**src/rtl/p2s_serializer.sv**
```systemverilog
// Parallel-to-serial converter with a one-word holding register, so that back-to-back words go out with no gap.
// Defining P2S_PARITY_EN appends a parity bit to every frame. Set ODD_PARITY to choose the parity sense.
module p2s_serializer #(
   parameter int DATA_W     = 16,
   parameter bit MSB_FIRST  = 1'b1,
   parameter bit ODD_PARITY = 1'b0
) (
   input  logic              i_clk,
   input  logic              i_rst_n,
   input  logic              i_enable,
   input  logic [DATA_W-1:0] i_data,
   input  logic              i_valid,
   output logic              o_ready,
   output logic              o_serial,
   output logic              o_serial_valid,
   output logic              o_frame_start,
   output logic              o_busy
);

   localparam int CW = (DATA_W > 1) ? $clog2(DATA_W) : 1;
   localparam logic [CW-1:0] LAST = CW'(DATA_W - 1);

   typedef enum logic [1:0] {
      IDLE   = 2'd0,
      SHIFT  = 2'd1
`ifdef P2S_PARITY_EN
      ,PARITY = 2'd2
`endif
   } state_t;

   state_t            state;
   logic [DATA_W-1:0] hold_reg;
   logic              hold_full;
   logic [DATA_W-1:0] shreg;
   logic [CW-1:0]     cnt;
   logic [DATA_W-1:0] shreg_nxt;
   logic              first_bit;
   logic              frame_done;
   logic              load;

`ifdef P2S_PARITY_EN
   logic              par_bit;
`else
   logic              unused_odd_parity;
   assign unused_odd_parity = ODD_PARITY;
`endif

   assign shreg_nxt = MSB_FIRST ? {shreg[DATA_W-2:0], 1'b0} : {1'b0, shreg[DATA_W-1:1]};
   assign first_bit = MSB_FIRST ? hold_reg[DATA_W-1] : hold_reg[0];

   // frame_done marks the last slot of the current frame. A reload can replace that slot's exit without leaving a gap.
   always_comb begin
      frame_done = 1'b0;
`ifdef P2S_PARITY_EN
      frame_done = (state == PARITY);
`else
      frame_done = (state == SHIFT) && (cnt == LAST);
`endif
      load = i_enable && hold_full && ((state == IDLE) || frame_done);
   end

   always_ff @(posedge i_clk or negedge i_rst_n) begin
      if (!i_rst_n) begin
         state          <= IDLE;
         hold_reg       <= '0;
         hold_full      <= 1'b0;
         shreg          <= '0;
         cnt            <= '0;
         o_serial       <= 1'b0;
         o_serial_valid <= 1'b0;
         o_frame_start  <= 1'b0;
`ifdef P2S_PARITY_EN
         par_bit        <= 1'b0;
`endif
      end else begin
         // Accept requires an empty holder and load requires a full one, so the two never clash on hold_full.
         if (i_valid && !hold_full) begin
            hold_reg  <= i_data;
            hold_full <= 1'b1;
         end
         if (load) begin
            hold_full      <= 1'b0;
            shreg          <= hold_reg;
            cnt            <= '0;
            state          <= SHIFT;
            o_serial       <= first_bit;
            o_serial_valid <= 1'b1;
            o_frame_start  <= 1'b1;
`ifdef P2S_PARITY_EN
            par_bit        <= (^hold_reg) ^ ODD_PARITY;
`endif
         end else if (i_enable) begin
            if (state == SHIFT && cnt != LAST) begin
               shreg         <= shreg_nxt;
               cnt           <= cnt + CW'(1);
               o_serial      <= MSB_FIRST ? shreg_nxt[DATA_W-1] : shreg_nxt[0];
               o_frame_start <= 1'b0;
            end
`ifdef P2S_PARITY_EN
            else if (state == SHIFT) begin
               state         <= PARITY;
               o_serial      <= par_bit;
               o_frame_start <= 1'b0;
            end
`endif
            else if (frame_done) begin
               state          <= IDLE;
               o_serial       <= 1'b0;
               o_serial_valid <= 1'b0;
               o_frame_start  <= 1'b0;
            end
         end
      end
   end

   assign o_ready = !hold_full;
   assign o_busy  = (state != IDLE) | hold_full;

endmodule

```
**config.mk**
```make
export PLATFORM = sky130hd
export DESIGN_NAME = p2s_serializer
export DESIGN_NICKNAME = d
export VERILOG_FILES = /design/src/rtl/p2s_serializer.sv
export SDC_FILE = /design/constraint.sdc
export NUM_CORES = 1
export LEC_CHECK = 0
export CAP_MARGIN = 25
export CORE_MARGIN = 4
export CORE_UTILIZATION = 35
export CTS_CLUSTER_SIZE = 40
export DETAILED_ROUTE_END_ITERATION = 10
export HOLD_SLACK_MARGIN = 0.06
export PLACE_DENSITY_LB_ADDON = 0.12
export SLEW_MARGIN = 25
export SYNTH_ARGS = -nofsm -noshare
export SYNTH_HDL_FRONTEND = slang
export SYNTH_SLANG_ARGS = --single-unit
export TNS_END_PERCENT = 50
```
**constraint.sdc**
```tcl
create_clock -name i_clk -period 3.22 [get_ports i_clk]
set_input_delay 0.644 -clock i_clk [delete_from_list [all_inputs] [get_ports i_clk]]
set_output_delay 0.644 -clock i_clk [all_outputs]
set_load 0.1 [all_outputs]
```
==> impl_metrics.env, run 1 <==
export IMPL_outcome="complete, no violations"
export IMPL_period_share_pct=73.3
export IMPL_final_cell_mix="dfrtp_1 (39), o21ai_0 (28), nand2_1 (18), clkdlybuf4s50_1 (18), inv_1 (17)"
export IMPL_cts_hold_buf=0
export IMPL_start_util_pct=36.7
export IMPL_largest_reg_flops=16
export IMPL_p_int_uw=949
export IMPL_clockPowerShare_pct=21.5
export IMPL_fin_worst_skew_ns=0.00769
export IMPL_cts_made_buffers=5
export IMPL_cts_max_level=2
export IMPL_gp_congestion=0.683
export IMPL_syn2layout_area_growth_pct=16.8
export IMPL_hpwlAfterDp_um=3130
export IMPL_drive_above_1_share_pct=13.7
export IMPL_first_pass_iters=4
export IMPL_p_switching_uw=526
export IMPL_pre_cts_ws_ns=0.741
export IMPL_worst_pin_slew_ns=0.905
export IMPL_ys_ff_latch=39
export IMPL_cp_arrival_ns=1.72
export IMPL_num_vias=1707
export IMPL_detail_route_antenna_nets=0
export IMPL_critPathMaxFanout=15
export IMPL_die_x_um=85.0
export IMPL_grt_overflow_total=0
export IMPL_min_period_ns=2.36
export IMPL_post_cts_buffers=0
export IMPL_netlist_area_mm2=0.00207
export IMPL_grt_start_max_net_pins=40
export IMPL_crit_path_end_kind="output port"
export IMPL_design_area_mm2=0.00242
export IMPL_ys_types=30
export IMPL_power_density_mw_per_mm2=610
export IMPL_detail_route_wl_per_cell_um=16.2
export IMPL_grt_usage_pct=14.7
export IMPL_synth_yosys_seq_area_share_pct=47.1
export IMPL_synth_ff_type="dfrtp_1"
export IMPL_synth_edf_count=0
export IMPL_cts_sinks=39
export IMPL_p_leak_nw=1.12
export IMPL_drt_drc_violations_left=0
export IMPL_swShare_pct=35.7
export IMPL_hp_class="in -> async"
export IMPL_viasPerCell=5.45
export IMPL_io_pins=25
export IMPL_final_cell_count_no_fill=313
export IMPL_die_area_mm2=0.00722
export IMPL_cts_resized=0
export IMPL_final_common_cell="dfrtp_1"
export IMPL_syn_nets=243
export IMPL_max_freq_mhz=424
export IMPL_n_antenna_cell=0
export IMPL_fill_cells=567
export IMPL_worstSetupStartpointType="flop"
export IMPL_die_h_um=85.0
export IMPL_root_buffer="clkbuf_8"
export IMPL_slew_violations=0
export IMPL_dpl_cell_area_mm2=0.00235
export IMPL_postSynthCellCount=222
export IMPL_finalNetCount=263
export IMPL_cts_tree="yes"
export IMPL_core_region_area_mm2=0.00564
export IMPL_vdd_drop_max_v=0.000272
export IMPL_rsz0062_at_grt="no"
export IMPL_combPwrFrac_pct=26.5
export IMPL_drt_iter0_drc=81
export IMPL_synth_async_sr_flop_share_pct=100
export IMPL_total_power_mw=1.48
export IMPL_drt_total_wl_um=5080
export IMPL_row_count=27
export IMPL_worstSkewPairLatency_ns=0.30
export IMPL_path_clk_slew_ns=0.08
export IMPL_antenna_found_initial=0
export IMPL_grt_pass1_wl_um=8400
export IMPL_yosysWarningCount=0
export IMPL_cp_data_required_time_ns=2.58
export IMPL_avgSynthCellArea_um2=9.34
export IMPL_slew_headroom_pct=39.7
export IMPL_hold_viol_final=0
export IMPL_setup_violations=0
export IMPL_power_frac_seq_pct=52.0
export IMPL_port_buffer_count=24
export IMPL_setup_tns_ns=0
export IMPL_critPathKind="reg -> out"
export IMPL_multi_input_area_um2=943
export IMPL_grt_pass1_vias=1648
export IMPL_maxCapViolCount=0
export IMPL_dp_cells=307
export IMPL_clockBufferDepth=2
export IMPL_setup_ws_ns=0.860
export IMPL_regArea_um2=976
==> power groups by stage <==
stage          Sequential, mW  Combinational [mW]  Clock, mW
2_1_floorplan           0.765               0.280          0
5_1_grt                 0.788               0.446      0.342
4_1_cts                 0.766               0.397      0.324
6_report                0.767               0.391      0.318
3_5_place_dp            0.774               0.396          0
3_3_place_gp            0.774               0.383          0
==> cells in the mapped netlist, types with 2 or more instances <==
cell      count  area, um2
a211o_1      15        131
a21o_1        3       22.5
a21oi_1      16       80.1
a22o_1        2       17.5
buf_2         5       25.0
buf_6         2       22.5
clkbuf_1     10       37.5
dfrtp_1      39        976
inv_1        17       63.8
mux2_2        3       33.8
nand2_1      18       67.6
nand3_1       5       25.0
nor2_1        3       11.3
nor2b_1       2       12.5
nor3_1       15       75.1
o21ai_0      28        140
o22ai_1      14       87.6
o31ai_1       4       30.0
o31ai_2      10        125
==> critical path, cell delays in order, from the launching register on <==
cell and delay, ns:
dfrtp_1 0.72, buf_4 0.28, inv_1 0.07, nand2_1 0.07, buf_4 0.28
==> per-layer routing <==
layer | GRT usage (%) | routed length (um)
met5 | 0 | 0
met4 | 4.32 | 64
met3 | 3.79 | 197
met2 | 22.2 | 2210
met1 | 20.6 | 2610
==> per-stage QoR <==
| stage | hold slack, ns | utilization, % |
|---|---|---|
| 2_1_floorplan | 0.348 | - |
| 3_3_place_gp | 0.474 | 41.6 |
| 5_1_grt | 0.502 | 42.9 |
| 6_report | 0.474 | 42.9 |
| 3_5_place_dp | 0.475 | 41.6 |
| 4_1_cts | 0.490 | 42.9 |
==> kinds of logic after synthesis <==
logic type,count (synthesis),synth area share (%)
AO/OA/AOI/OAI,96,32.0
AND/OR/NAND/NOR,48,11.1
flip-flops,39,47.1
buffers and inverters,35,7.54
multiplexers,3,1.63
adder cells (fa/ha/maj),1,0.603
==> cell type report <==
type	instances	share of cell area, %
Clock buffer	6	3.00
Inverter	17	2.64
Tap cell	72	3.72
Timing Repair Buffer	31	11.4
Sequential cell	39	40.3
Multi-Input combinational cell	148	39.0
==> final timing paths <==
path,startpoint,endpoint,slack [ns],cells after the start
min in group i_clk,hold_reg[0],shreg[0],0.49,1
worst min-delay path,i_rst_n,hold_reg[2],0.47,1
worst min register to register,hold_reg[0],shreg[0],0.49,1
max in group asynchronous,i_rst_n,hold_reg[13],2.18,1
worst max register to register,cnt[1],cnt[0],1.11,4
worst max-delay path,state[0],o_busy,0.86,4
(Power assumes the default switching activity.)
==> run 2: changes to the inputs <==
==> constraint.sdc (replaced) <==
create_clock -name i_clk -period 2.35 [get_ports i_clk]
set_input_delay 0.47 -clock i_clk [delete_from_list [all_inputs] [get_ports i_clk]]
set_output_delay 0.47 -clock i_clk [all_outputs]
set_load 0.1 [all_outputs]
==> impl_metrics.env, run 2 (synthesized netlist as in run 1, its figures left out) <==
export IMPL_die_x_um=85.0
export IMPL_start_util_pct=36.7
export IMPL_grt_pass1_vias=1669
export IMPL_max_freq_mhz=494
export IMPL_setup_tns_ns=0
export IMPL_final_common_cell="dfrtp_1"
export IMPL_detail_route_antenna_nets=0
export IMPL_final_cell_mix="dfrtp_1 (39), o21ai_0 (28), clkdlybuf4s50_1 (18)"
export IMPL_cts_tree="yes"
export IMPL_outcome="complete, no violations"
export IMPL_power_frac_seq_pct=51.3
export IMPL_regArea_um2=976
export IMPL_grt_overflow_total=0
export IMPL_min_period_ns=2.02
export IMPL_slew_headroom_pct=60.0
export IMPL_cp_arrival_ns=2.22
export IMPL_row_count=27
export IMPL_route_met3_wl_um=207
export IMPL_slew_violations=0
export IMPL_worst_pin_slew_ns=0.599
export IMPL_swShare_pct=35.0
export IMPL_p_leak_nw=1.15
export IMPL_gp_congestion=0.741
export IMPL_power_density_mw_per_mm2=811
export IMPL_rsz0062_at_grt="no"
export IMPL_combPwrFrac_pct=27.3
export IMPL_die_area_mm2=0.00722
export IMPL_first_pass_iters=4
export IMPL_n_antenna_cell=0
export IMPL_viasPerCell=5.39
export IMPL_grt_pass1_wl_um=8330
export IMPL_design_area_mm2=0.00252
export IMPL_r2r_slack_ns=0.33
export IMPL_root_buffer="clkbuf_8"
export IMPL_cts_made_buffers=5
export IMPL_port_buffer_count=24
export IMPL_period_share_pct=86.1
export IMPL_antenna_found_initial=0
export IMPL_path_clk_slew_ns=0.08
export IMPL_hold_ws_ns=0.186
export IMPL_finalNetCount=267
export IMPL_multi_input_area_um2=946
export IMPL_top_layer="met4"
export IMPL_dpl_cell_area_mm2=0.00243
export IMPL_num_vias=1720
export IMPL_critPathKind="reg -> reg"
export IMPL_wl_met1_um=2490
export IMPL_cp_data_required_time_ns=2.55
export IMPL_worstSetupStartpointType="flop"
export IMPL_drt_iter0_drc=135
export IMPL_post_cts_buffers=0
export IMPL_clockPowerShare_pct=21.4
export IMPL_cts_max_level=2
export IMPL_dp_cells=311
export IMPL_clockBufferDepth=2
export IMPL_worstSkewPairLatency_ns=0.28
export IMPL_die_h_um=85.0
export IMPL_fill_cells=562
export IMPL_cts_hold_buf=0
export IMPL_maxCapViolCount=0
export IMPL_drt_total_wl_um=4920
export IMPL_cts_resized=0
export IMPL_vdd_drop_max_v=0.000412
export IMPL_setup_violations=0
export IMPL_crit_path_end_kind="flop"
export IMPL_p_int_mw=1.33
export IMPL_setup_ws_ns=0.326
export IMPL_detail_route_wl_per_cell_um=15.4
export IMPL_core_region_area_mm2=0.00564
export IMPL_cts_sinks=39
export IMPL_grt_start_max_net_pins=31
export IMPL_fin_worst_skew_ns=0.00638
export IMPL_wl_met2_um=2180
export IMPL_io_pins=25
export IMPL_final_cell_count_no_fill=319
export IMPL_critPathMaxFanout=15
export IMPL_largest_reg_flops=16
export IMPL_pre_cts_ws_ns=0.257
export IMPL_hold_viol_final=0
export IMPL_grt_usage_pct=14.3
export IMPL_p_switching_uw=715
export IMPL_syn2layout_area_growth_pct=21.4
export IMPL_drive_above_1_share_pct=16.2
export IMPL_hpwlAfterDp_um=3290
export IMPL_drt_drc_violations_left=0
export IMPL_hp_class="in -> async"
==> run 2: power by group through the flow <==
stage	registers (mW)	clock network [mW]	logic, mW
after detailed placement	1.05	0	0.562
after global placement	1.05	0	0.552
after CTS	1.04	0.455	0.564
after floorplan	1.05	0	0.386
final	1.05	0.437	0.557
after global routing	1.08	0.487	0.632
==> run 2: critical path, stage by stage, from the launching register on <==
cell	delay [ns]
dfrtp_1	0.41
ha_1	0.28
and4b_4	0.30
or2_1	0.44
buf_4	0.27
o31ai_2	0.24
==> run 2: worst paths after layout <==
| kind | start | end | depth (start not counted) |
|---|---|---|---|
| worst max-delay path | cnt[0] | shreg[10] | 5 |
| worst min-delay path | i_rst_n | hold_reg[4] | 1 |
| worst max register to register | cnt[0] | shreg[10] | 5 |
| worst min register to register | o_frame_start | o_frame_start | 1 |
| max in group asynchronous | i_rst_n | shreg[13] | 2 |
| min in group i_clk | o_frame_start | o_frame_start | 1 |
==> run 2: layout make-up <==
| type | count | share of cell area, % |
|---|---|---|
| Tap cell | 72 | 3.58 |
| Inverter | 17 | 2.69 |
| Multi-Input combinational cell | 148 | 37.6 |
| Clock inverter | 1 | 0.199 |
| Clock buffer | 7 | 3.03 |
| Timing Repair Buffer | 35 | 14.1 |
| Sequential cell | 39 | 38.8 |
==> run 2: layer usage <==
layer  vias up  GRT usage, %
li1        859             -
met1       826          20.6
met2        30          21.9
met3         5          3.20
met4         0          3.45
met5         -             0
==> run 2: stage by stage <==
stage	power [mW]	utilization [%]
floorplan	1.43	-
global placement	1.61	43.2
detailed placement	1.62	43.2
CTS	2.06	44.6
global route	2.20	44.6
finish	2.04	44.6
